<file path="src/rtl/vend_controller.sv">
// vend_controller: vending transaction controller (coin credit, selection, dispense handshake, change return)
// Ports:
//   clk          rising-edge clock
//   reset        synchronous active-low reset
//   coin         per-cycle coin code: 00 none, 01 one unit, 10 two units, 11 invalid
//   sel_valid    one-cycle selection strobe, sel_id picks PRICE0/PRICE1
//   cancel       one-cycle refund request
//   disp_ack     dispenser completion acknowledge
//   disp_req     dispense request, held until ack or timeout; disp_id names the product
//   change_pulse one returned coin unit per high cycle
//   coin_reject  previous-cycle coin was returned rather than credited
//   sel_nack     selection refused for insufficient credit
//   credit       current credit in units
//   busy         high whenever not idle
//   fault        sticky dispense-timeout flag
module vend_controller #(
    parameter int PRICE0      = 3,
    parameter int PRICE1      = 4,
    parameter int CREDIT_MAX  = 7,
    parameter int ACK_TIMEOUT = 15
) (
    input  logic       clk,
    input  logic       reset,
    input  logic [1:0] coin,
    input  logic       sel_valid,
    input  logic       sel_id,
    input  logic       cancel,
    input  logic       disp_ack,
    output logic       disp_req,
    output logic       disp_id,
    output logic       change_pulse,
    output logic       coin_reject,
    output logic       sel_nack,
    output logic [2:0] credit,
    output logic       busy,
    output logic       fault
);
    localparam logic [1:0] S_IDLE = 2'd0;
    localparam logic [1:0] S_DISP = 2'd1;
    localparam logic [1:0] S_CHG  = 2'd2;
    localparam int CW = $clog2(ACK_TIMEOUT + 1);
    localparam logic [3:0] P0   = 4'(PRICE0);
    localparam logic [3:0] P1   = 4'(PRICE1);
    localparam logic [3:0] CMAX = 4'(CREDIT_MAX);
    // Last counter value before the timeout fires: disp_req is high for ACK_TIMEOUT cycles.
    localparam logic [CW-1:0] TLAST = CW'(ACK_TIMEOUT - 1);

    logic [1:0]    state_q, state_d;
    logic [2:0]    credit_q, credit_d;
    logic [CW-1:0] cnt_q, cnt_d;
    logic          disp_req_q, disp_req_d;
    logic          disp_id_q, disp_id_d;
    logic          change_q, change_d;
    logic          reject_q, reject_d;
    logic          nack_q, nack_d;
    logic          fault_q, fault_d;
    logic [3:0]    coin_val, sum, price_sel, price_disp;

    always_comb begin
        coin_val   = coin == 2'b01 ? 4'd1 : coin == 2'b10 ? 4'd2 : 4'd0;
        sum        = {1'b0, credit_q} + coin_val;
        price_sel  = sel_id ? P1 : P0;
        price_disp = disp_id_q ? P1 : P0;
        state_d    = state_q;
        credit_d   = credit_q;
        cnt_d      = cnt_q;
        disp_req_d = disp_req_q;
        disp_id_d  = disp_id_q;
        change_d   = 1'b0;
        reject_d   = 1'b0;
        nack_d     = 1'b0;
        fault_d    = fault_q;
        case (state_q)
            S_IDLE: begin
                if (cancel && credit_q != 3'd0) begin
                    state_d  = S_CHG;
                    reject_d = coin != 2'b00;
                end else if (sel_valid && {1'b0, credit_q} >= price_sel) begin
                    credit_d   = 3'({1'b0, credit_q} - price_sel);
                    disp_id_d  = sel_id;
                    disp_req_d = 1'b1;
                    cnt_d      = '0;
                    state_d    = S_DISP;
                    reject_d   = coin != 2'b00;
                end else begin
                    // A refused selection still lets a same-cycle coin through.
                    nack_d = sel_valid;
                    if (coin == 2'b11 || (coin_val != 4'd0 && sum > CMAX))
                        reject_d = 1'b1;
                    else
                        credit_d = sum[2:0];
                end
            end
            S_DISP: begin
                reject_d = coin != 2'b00;
                if (disp_ack) begin
                    disp_req_d = 1'b0;
                    state_d    = credit_q != 3'd0 ? S_CHG : S_IDLE;
                end else if (cnt_q == TLAST) begin
                    // Refund the price; the sum cannot exceed the credit held before the sale.
                    disp_req_d = 1'b0;
                    credit_d   = 3'({1'b0, credit_q} + price_disp);
                    fault_d    = 1'b1;
                    state_d    = S_CHG;
                end else begin
                    cnt_d = cnt_q + CW'(1);
                end
            end
            S_CHG: begin
                reject_d = coin != 2'b00;
                change_d = credit_q != 3'd0;
                credit_d = credit_q - 3'(change_d);
                state_d  = credit_q <= 3'd1 ? S_IDLE : S_CHG;
            end
            default: state_d = S_IDLE;
        endcase
    end

    always_ff @(posedge clk) begin
        if (!reset) begin
            state_q    <= S_IDLE;
            credit_q   <= '0;
            cnt_q      <= '0;
            disp_req_q <= 1'b0;
            disp_id_q  <= 1'b0;
            change_q   <= 1'b0;
            reject_q   <= 1'b0;
            nack_q     <= 1'b0;
            fault_q    <= 1'b0;
        end else begin
            state_q    <= state_d;
            credit_q   <= credit_d;
            cnt_q      <= cnt_d;
            disp_req_q <= disp_req_d;
            disp_id_q  <= disp_id_d;
            change_q   <= change_d;
            reject_q   <= reject_d;
            nack_q     <= nack_d;
            fault_q    <= fault_d;
        end
    end

    assign disp_req     = disp_req_q;
    assign disp_id      = disp_id_q;
    assign change_pulse = change_q;
    assign coin_reject  = reject_q;
    assign sel_nack     = nack_q;
    assign credit       = credit_q;
    assign busy         = state_q != S_IDLE;
    assign fault        = fault_q;
endmodule

</file>
<file path="config.mk">
export PLATFORM = sky130hd
export DESIGN_NAME = vend_controller
export DESIGN_NICKNAME = d
export VERILOG_FILES = /design/src/rtl/vend_controller.sv
export SDC_FILE = /design/constraint.sdc
export NUM_CORES = 1
export LEC_CHECK = 0
export BUFFER_PORTS_ARGS = -buffer_cell sky130_fd_sc_hd__buf_4
export CAP_MARGIN = 15
export CORE_UTILIZATION = 50
export CTS_CLUSTER_SIZE = 28
export DETAILED_ROUTE_END_ITERATION = 8
export GPL_ROUTABILITY_DRIVEN = 0
export PLACE_DENSITY_LB_ADDON = 0.1
export SYNTH_ARGS = -nofsm -noshare
export SYNTH_HDL_FRONTEND = slang
export SYNTH_SLANG_ARGS = --single-unit
</file>
<file path="constraint.sdc">
create_clock -name clk -period 5.3 [get_ports clk]
set_input_delay 0 -clock clk [delete_from_list [all_inputs] [get_ports clk]]
set_output_delay 0 -clock clk [all_outputs]
set_load 0.01 [all_outputs]
</file>
==> flow_summary.yaml, run 1 <==
outcome:
  status: "finished, final reports clean"
critical_path:
  rr_endpoint: "cnt_q[3]"
  reg2reg_from: "credit[0]"
  worstSetupStartpoint: "credit[0]"
  required_ns: 5.53
  worstSetupEndpoint: "cnt_q[3]"
  crit_chain: "inv_1, ha_1, nor2b_1, o21ai_2, nand4_4, a2111oi_2, nand3b_1"
  r2r_setup_slack_ns: 2.94
  crit_family: "compound AO/OA/AOI/OAI gates"
  crit_path_end_kind: "flip-flop"
  cpPeakStageDelay_ns: 0.49
  cpMaxStageDelayCell: "dfxtp_1"
  r2r_cells: 7
  worstPathArrival_ns: 2.59
  crit_type: "flip-flop to flip-flop"
  cp_num_buf_inv: 1
  critPathLaunchType: "flip-flop"
  path_depth: 7
  cp_max_fo: 11
sta:
  final.setup.worst_slack_ns: 2.94
  worstMarginPinSlew_ns: 0.555
  period_share_pct: 44.4
  hold_viol: 0
  slew_headroom_pct: 63.0
  slew_viol_final: 0
  tns_ns: 0
  fmax_mhz: 425
  fin_worst_skew_ns: 0.00279
  min_period_ns: 2.36
  rsz0062_at_grt: "false"
  fin_hold_ws_ns: 0.0108
  setup_violations: 0
route:
  drc: 0
  wirelength_mm: 2.67
  dr.first_iter.drc_count: 19
  vias: 1113
  wl_per_cell_um: 14.3
  vias_per_cell: 5.98
  ant_nets: 0
  firstDrtPassIters: 4
clock_tree:
  htreeDepth: 1
  cts_setup_buffers: 0
  cts_made_buffers: 3
  cts_root_buf: "clkbuf_4"
  cts_tree: "done"
  path_clk_slew_ns: 0.09
  cts.sinks: 15
  clk_latency_ns: 0.29
  clock_path_buffers: 2
global_route:
  grt_max_degree: 15
  grt_overflow_total: 0
  grt_usage_pct: 22.6
  grt_pass1_wl_mm: 4.50
  grt_pass1_vias: 1023
  antenna_found_initial: 0
power_and_ir_drop:
  p_int_mw: 0.331
  p_per_area_nw_per_um2: 428
  p_sw_share_pct: 45.3
  power_mw: 0.606
  switchingPower_mw: 0.275
  p_comb_share_pct: 62.0
  p_leak_nw: 0.597
  p_seq_share_pct: 27.0
  p_clk_share_pct: 11.0
  vdd_drop_max_uv: 240
placed_design:
  dpl-instance-area_sq_um: 1380
  dp_cells: 181
  hpwl_mm: 2.02
  io_buffers: 17
  dp_slack_ns: 2.97
layout:
  fin_util_pct: 62.2
  fillers: 202
  final_cells: 186
  layout-drive-gt1-share_pct: 21.5
  fin_nets: 186
  final_cell_mix: "ha_1 (17), buf_4 (17), nand2_1 (16)"
  diodes: 0
  design_area_sq_um: 1420
  areaGrowthSynthToFinish_pct: 13.2
min_path:
  hp-class: "primary input to flip-flop"
logic_synthesis:
  yosysWarningCount: 0
  synth-simple-area-share_pct: 19.3
  synth_xor_area_share_pct: 3.50
  yosys.area_share.adder_pct: 20.2
  synth_top_family_by_area: "compound AO/OA/AOI/OAI gates"
  muxShareOfSynthArea_pct: 2.50
  synth_compound_area_share_pct: 23.8
  ys_ff_latch: 15
  syn_inst: 141
  syn_area_per_cell_sq_um: 8.87
  mappedNetlistNets: 168
  yosysUniqueCellTypes: 48
  syn-cell-area_sq_um: 1250
  seq_area_frac_synth_pct: 24.0
die:
  initial_core_util_pct: 55.0
  io_pins: 18
  core.rowCount: 17
  die_h_um: 52.0
  die-area_sq_um: 2710
  core_sq_um: 2280
  die_w_um: 52.0
job:
  drv_cap: 0
-- cells in the mapped netlist, drive strengths merged --
master | count | area [sq um]
ha | 17 | 213
nand2 | 16 | 60.1
dfxtp | 15 | 300
a21oi | 12 | 63.8
inv | 12 | 45.0
nor2 | 8 | 30.0
nand4 | 6 | 52.6
xnor2 | 5 | 43.8
a311oi | 4 | 41.3
o21ai | 4 | 23.8
buf | 3 | 23.8
nor2b | 3 | 21.3
nor3 | 3 | 20.0
a221oi | 2 | 17.5
a31oi | 2 | 12.5
and2 | 2 | 15.0
clkbuf | 2 | 11.3
fa | 2 | 40.0
mux2i | 2 | 20.0
o22ai | 2 | 12.5
o32ai | 2 | 17.5
a2111oi | 1 | 15.0
a211o | 1 | 10.0
a21bo | 1 | 10.0
a21o | 1 | 7.51
a2bb2oi | 1 | 15.0
a311o | 1 | 10.0
a41o | 1 | 11.3
clkinv | 1 | 3.75
mux2 | 1 | 11.3
nand2b | 1 | 6.26
nand3 | 1 | 5.00
nand3b | 1 | 7.51
o31ai | 1 | 21.3
o41ai | 1 | 8.76
or3 | 1 | 6.26
or4 | 1 | 7.51
or4b | 1 | 10.0
-- power by group through the flow --
stage          Sequential [mW]  Combinational, mW  Clock, mW
2_1_floorplan            0.166              0.287          0
3_3_place_gp             0.165              0.361          0
3_5_place_dp             0.167              0.371          0
4_1_cts                  0.164              0.374     0.0702
5_1_grt                  0.169              0.415     0.0750
6_report                 0.163              0.376     0.0667
-- area by class of cell --
cell class | instances | area (sq um) | share of cell area, %
well taps | 28 | 35.0 | 2.47
clock inverters | 1 | 5.00 | 0.353
inverters | 13 | 48.8 | 3.45
clock buffers | 3 | 22.5 | 1.59
multi-input cells | 108 | 867 | 61.2
flip-flops and latches | 15 | 300 | 21.2
repair buffers | 18 | 138 | 9.72
-- registers in the layout, summed over array words and instances, names as in the netlist --
register and cells:
coin_reject 1, disp_id 1, credit 3, state_q 2, sel_nack 1, change_pulse 1
cnt_q 4, fault 1, disp_req 1
-- repair_timing --
action | 4_1_cts | 5_1_grt
hold buffers | 1 | 0
resized for setup | 0 | 0
endpoints found under the hold margin | 1 | 0
-- tightest hold or removal path, cell delays in order --
cell and delay [ns]:
buf_4 0.16, nand2_1 0.06, nor3_1 0.04
-- per-layer routing --
layer | up-vias | GRT usage [%] | share of wire (%)
met5 | - | 0 | 0
met2 | 32 | 34.6 | 43
met3 | 8 | 4.68 | 4.1
met1 | 525 | 29.8 | 51
met4 | 0 | 11.3 | 2.7
li1 | 548 | - | -
-- logic make-up after synthesis --
kind of cell               after synthesis
adders and majority gates               19
buffers and inverters                   18
xor gates and xnor gates                 5
muxes                                    3
and+or+nand+nor                         44
AOI/OAI and AO/OA                       37
DFF                                     15
-- worst min-delay path by stage --
stage               from       end  depth (start not counted)
5_1_grt        sel_valid  sel_nack                          3
4_1_cts        sel_valid  sel_nack                          3
3_5_place_dp      sel_id   disp_id                          3
6_report       sel_valid  sel_nack                          3
2_1_floorplan     sel_id   disp_id                          2
3_3_place_gp      sel_id   disp_id                          3
Note: power is estimated with default switching activity, not from simulation.
==> run 2, diff against run 1 <==
--- a/config.mk
+++ b/config.mk
@@ -5,6 +5,7 @@
 export SDC_FILE = /design/constraint.sdc
 export NUM_CORES = 1
 export LEC_CHECK = 0
+export ABC_AREA = 1
 export BUFFER_PORTS_ARGS = -buffer_cell sky130_fd_sc_hd__buf_4
 export CAP_MARGIN = 15
 export CORE_UTILIZATION = 50
==> constraint.sdc (replaced) <==
create_clock -name clk -period 2.3 [get_ports clk]
set_input_delay 0 -clock clk [delete_from_list [all_inputs] [get_ports clk]]
set_output_delay 0 -clock clk [all_outputs]
set_load 0.01 [all_outputs]
==> run 2 against run 1 <==
Non-clock buffer count up 1. Final area up 5.7%. Setup slack worse by 2.7 ns. Critical endpoint is now credit[2]. Global-route usage down 0.073 points. Largest cell class unchanged. Die area up 3.0%. Utilization down 1.3 points. Power rose to 3.0 times the previous value. Sequential power up 150%. Sequential share of layout area down 1.1 points. Worst hold slack better by 0.042 ns. First-iteration DRC count up 79%.
==> flow_summary.yaml, run 2 <==
critical_path:
  r2r_setup_slack_ns: 0.28
  critPathLaunchType: "flip-flop"
  worstSetupStartpoint: "state_q[0]"
  reg2reg_from: "state_q[0]"
  worstPathArrival_ns: 2.25
  required_ns: 2.53
  rr_endpoint: "credit[2]"
  crit_path_end_kind: "flip-flop"
  r2r_cells: 11
  crit_type: "flip-flop to flip-flop"
  cp_max_fo: 4
outcome:
  status: "finished, final reports clean"
placed_design:
  dp_cells: 230
  io_buffers: 17
  hpwl_mm: 2.28
layout:
  multi_input_area_sq_um: 876
  final_common_cell: "nand2_1"
  largest_register_ffs: 4
  fin_nets: 234
  layout-drive-gt1-share_pct: 21.4
  register_area_sq_um: 300
  final_cell_mix: "nand2_1 (45), inv_1 (26), ha_1 (17), buf_4 (17), dfxtp_1 (15)"
  areaGrowthSynthToFinish_pct: 16.0
  diodes: 0
  fillers: 232
  fin_util_pct: 61.0
  final_cells: 236
  top_register: "cnt_q"
logic_synthesis:
  ys_ff_latch: 15
  syn_area_per_cell_sq_um: 7.01
  synth_top_cells_by_count: "nand2_1 (45), inv_1 (26), ha_1 (17), dfxtp_1 (15), nand3_1 (14)"
  synth-edff-count: 0
  mappedNetlistNets: 211
  synth_top_area_share_pct: 23.3
  ys_async_sr_fraction_pct: 0
  syn-cell-area_sq_um: 1290
  synth_top_area_cell: "dfxtp_1"
  yosysUniqueCellTypes: 25
  ys.flop_type: "dfxtp_1"
  synthTopCellsByArea: "dfxtp_1 (23%), ha_1 (16%), nand2_1 (13%), inv_1 (7.6%), nand3_1 (5.4%)"
  yosysWarningCount: 0
  syn_inst: 184
  synth_most_common_cell: "nand2_1"
  seq_area_frac_synth_pct: 23.3
die:
  die_h_um: 52.8
  io_pins: 18
  initial_core_util_pct: 52.5
  core_sq_um: 2450
  core.rowCount: 18
  die_w_um: 52.8
  die-area_sq_um: 2790
sta:
  slew_viol_final: 0
  hold_viol: 0
  worstMarginPinSlew_ns: 0.368
  fmax_mhz: 495
  fin_worst_skew_ns: 0.000758
  slew_headroom_pct: 75.5
  min_period_ns: 2.02
  period_share_pct: 87.8
  tns_ns: 0
  setup_violations: 0
  rsz0062_at_grt: "false"
power_and_ir_drop:
  p_seq_share_pct: 22.0
  vdd_drop_max_uv: 711
  p_sw_share_pct: 50.2
  switchingPower_mw: 0.916
  p_comb_share_pct: 69.4
  p_int_mw: 0.908
  p_clk_share_pct: 8.6
  p_leak_nw: 0.767
  power_mw: 1.82
  p_per_area_nw_per_um2: 1220
global_route:
  grt_max_degree: 11
  grt_util_met2_pct: 38.8
  grtUsageMet1_pct: 27.4
  busiest_layer: "met2"
  grt_overflow_total: 0
  use_met3_pct: 5.51
  grt_pass1_vias: 1103
  grt_usage_pct: 22.6
  grt_pass1_wl_mm: 4.60
  antenna_found_initial: 0
route:
  vias_per_cell: 5.13
  dr.first_iter.drc_count: 34
  ant_nets: 0
  drc: 0
  firstDrtPassIters: 4
  wl_per_cell_um: 11.8
  wirelength_mm: 2.79
  vias: 1210
job:
  drv_cap: 0
clock_tree:
  cts_resized: 0
  cts_setup_buffers: 0
  cts_made_buffers: 3
  htreeDepth: 1
  clock_path_buffers: 2
  hold_buffers: 1
  cts_root_buf: "clkbuf_4"
  cts_tree: "done"
  path_clk_slew_ns: 0.09
  clk_latency_ns: 0.28
  cts.sinks: 15
min_path:
  min_from: "sel_id"
  min_to: "disp_id"
  hp-class: "primary input to flip-flop"
  holdPathStages: 3
-- run 2: cells by family after synthesis --
kind of cell / after synthesis / synth area share [%]
buffers and inverters: 30 / 8.83
AND/OR/NAND/NOR: 100 / 38.9
flip-flops: 15 / 23.3
AO/OA/AOI/OAI: 16 / 6.69
adder cells (fa/ha/maj): 19 / 19.6
XOR/XNOR: 4 / 2.72
-- run 2: final cells by class --
cell class / instances / area share, %
sequential: 15 / 20.1
inverter: 29 / 7.27
clock buffer: 4 / 1.76
tap: 30 / 2.51
timing repair buffer: 19 / 9.87
multi-input combinational: 139 / 58.5
-- run 2: power by group through the flow --
| stage | logic [mW] | registers, mW | clock network (mW) |
|---|---|---|---|
| after CTS | 1.27 | 0.403 | 0.156 |
| after detailed placement | 1.26 | 0.409 | 0 |
| final | 1.27 | 0.402 | 0.156 |
| after global routing | 1.44 | 0.409 | 0.171 |
| after floorplan | 0.950 | 0.411 | 0 |
| after global placement | 1.22 | 0.405 | 0 |
-- run 2: critical path, stage by stage (launching register included) --
cell and delay, ns:
dfxtp_1 0.39, inv_1 0.09, ha_1 0.24, nand2_1 0.10
o21ai_0 0.10, ha_1 0.20, ha_1 0.20, xnor2_1 0.14
or2_2 0.29, nand3_1 0.07, a21oi_1 0.07, nor2_1 0.08
-- run 2: worst max path at each step --
| stage | endpoint | depth (start not counted) |
|---|---|---|
| 4_1_cts | credit[2] | 11 |
| 6_report | credit[2] | 11 |
| 3_5_place_dp | credit[2] | 11 |
| 3_3_place_gp | credit[2] | 11 |
| 5_1_grt | credit[2] | 11 |
| 2_1_floorplan | credit[2] | 11 |
-- run 2: per-stage QoR --
| step | worst slack [ns] | area (sq um) | hold WS, ns |
|---|---|---|---|
| 2_1_floorplan | 0.512 | 1290 | 0.119 |
| 3_3_place_gp | 0.450 | 1450 | 0.285 |
| 3_5_place_dp | 0.350 | 1450 | 0.296 |
| 4_1_cts | 0.311 | 1490 | 0.00206 |
| 5_1_grt | 0.189 | 1500 | 0.0746 |
| 6_report | 0.281 | 1500 | 0.0527 |
-- run 2: layer usage --
layer / vias to the layer above / routed length (um)
li1: 628 / -
met1: 551 / 1290
met2: 29 / 1350
met3: 2 / 129
met4: 0 / 21
met5: - / 0
==> run 3, diff against run 2 <==
--- a/config.mk
+++ b/config.mk
@@ -5,7 +5,6 @@
 export SDC_FILE = /design/constraint.sdc
 export NUM_CORES = 1
 export LEC_CHECK = 0
-export ABC_AREA = 1
 export BUFFER_PORTS_ARGS = -buffer_cell sky130_fd_sc_hd__buf_4
 export CAP_MARGIN = 15
 export CORE_UTILIZATION = 50
@@ -16,3 +15,4 @@
 export SYNTH_ARGS = -nofsm -noshare
 export SYNTH_HDL_FRONTEND = slang
 export SYNTH_SLANG_ARGS = --single-unit
+export TNS_END_PERCENT = 5
==> run 3 against run 2 <==
Utilization rose by 3.3 points. Clock-buffer cell count decreased by 1. Global-route usage up 1.5 points. Cell count fell by 19%. Clock skew rose by 0.0034 ns. Sequential cell count unchanged. Wire length up 1.4%. Largest cell class unchanged. Worst hold slack worse by 0.027 ns.
==> flow_summary.yaml, run 3 (synthesis results as in run 1) <==
sta:
  fin_worst_skew_ns: 0.00418
  fmax_mhz: 471
  rsz0062_at_grt: "false"
  slew_headroom_pct: 71.2
  fin_hold_ws_ns: 0.0256
  hold_viol: 0
  tns_ns: 0
  worstMarginPinSlew_ns: 0.431
  min_period_ns: 2.12
  setup_violations: 0
  slew_viol_final: 0
  period_share_pct: 92.3
clock_tree:
  clock_path_buffers: 2
  cts_tree: "done"
  path_clk_slew_ns: 0.11
  clk_latency_ns: 0.29
  cts_setup_buffers: 0
  htreeDepth: 1
  cts_made_buffers: 3
  cts_root_buf: "clkbuf_4"
  cts.sinks: 15
critical_path:
  crit_type: "primary input to flip-flop"
  rr_endpoint: "credit[0]"
  crit_path_end_kind: "flip-flop"
  worstPathArrival_ns: 2.32
  required_ns: 2.50
  reg2reg_from: "credit[2]"
  r2r_setup_slack_ns: 0.32
  cp_max_fo: 11
  r2r_cells: 6
  critPathLaunchType: "primary input"
layout:
  top_register: "cnt_q"
  fin_nets: 191
  design_area_sq_um: 1460
  diodes: 0
  final_common_cell: "buf_4"
  final_cell_mix: "buf_4 (22), ha_1 (17), nand2_1 (16)"
  final_cells: 191
  areaGrowthSynthToFinish_pct: 16.8
  layout-drive-gt1-share_pct: 23.9
  largest_register_ffs: 4
die:
  io_pins: 18
  die_w_um: 52.0
  die-area_sq_um: 2710
  initial_core_util_pct: 55.0
  die_h_um: 52.0
  core.rowCount: 17
  core_sq_um: 2280
global_route:
  grt_overflow_total: 0
  grt_pass1_vias: 1093
  grt_max_degree: 15
  antenna_found_initial: 0
  grt_usage_pct: 24.0
  grt_pass1_wl_mm: 4.79
route:
  vias_per_cell: 5.81
  wirelength_mm: 2.83
  dr.first_iter.drc_count: 14
  wl_per_cell_um: 14.8
  vias: 1109
  firstDrtPassIters: 4
  drc: 0
  ant_nets: 0
min_path:
  min_from: "sel_valid"
  hp-class: "primary input to flip-flop"
  min_to: "sel_nack"
  holdPathStages: 3
placed_design:
  io_buffers: 17
  dp_cells: 186
  hpwl_mm: 2.16
  dpl-instance-area_sq_um: 1420
power_and_ir_drop:
  vdd_drop_max_uv: 606
  p_leak_nw: 0.623
  p_per_area_nw_per_um2: 1000
outcome:
  status: "finished, final reports clean"
job:
  drv_cap: 0
==> run 3: cell types whose count changed in the layout (fill, tap and decap cells not counted), sizes merged, moves of 3 or more <==
cell / previous run / this run
nand2: 53 / 16
nand3: 18 / 1
inv: 28 / 12
nor2: 18 / 8
buf: 17 / 22
a311oi: 0 / 4
or2: 4 / 0
nor2b: 0 / 3
nor3: 0 / 3
==> run 3: layout make-up <==
class	count	area, sq um
clock buffers	3	22.5
clock inverters	1	5.00
fillers	211	815
inverters	13	48.8
multi-input cells	108	875
flip-flops and latches	15	300
well taps	28	35.0
repair buffers	23	175
==> run 3: worst max-delay path by stage <==
stage               startpoint           to  slack [ns]  cells past startpoint
global placement    state_q[0]    credit[2]        0.35                     10
global route            sel_id  coin_reject        0.05                      9
CTS                     sel_id     cnt_q[3]        0.16                      9
floorplan            credit[0]  coin_reject        0.32                      8
detailed placement   credit[0]     cnt_q[3]        0.24                      7
finish                  sel_id    credit[0]        0.18                      9
==> run 3: power breakdown <==
group / switching (mW) / internal (mW)
Combinational: 0.529 / 0.429
Sequential: 0.0372 / 0.311
Clock: 0.0970 / 0.0646
==> run 3: per-stage QoR <==
stage                     power, mW  utilization [%]  setup WS [ns]
final                          1.47             64.2          0.178
after global routing           1.59             64.2         0.0515
after CTS                      1.46             63.9          0.163
after detailed placement       1.30             62.2          0.243
after global placement         1.27             62.2          0.353
after floorplan                1.04                -          0.316
==> run 3: timing repair <==
action	CTS	global route
hold buffers	1	0
setup endpoints to repair	0	2
hold endpoints to repair	1	0
gates resized for setup	0	1
==> run 3: metal layers <==
layer	global-route usage (%)	up-vias	part of all wire, %
li1	-	559	-
met1	32.4	517	50
met2	37.8	31	44
met3	4.09	2	4.9
met4	9.01	0	0.57
met5	0	-	0
==> run 3: critical path, stage by stage <==
cell           delay [ns]
dlygate4sd3_1        0.53
buf_4                0.15
inv_1                0.11
ha_1                 0.28
a21oi_1              0.26
o21ai_4              0.16
a211o_2              0.40
and2_1               0.19
o32ai_1              0.24
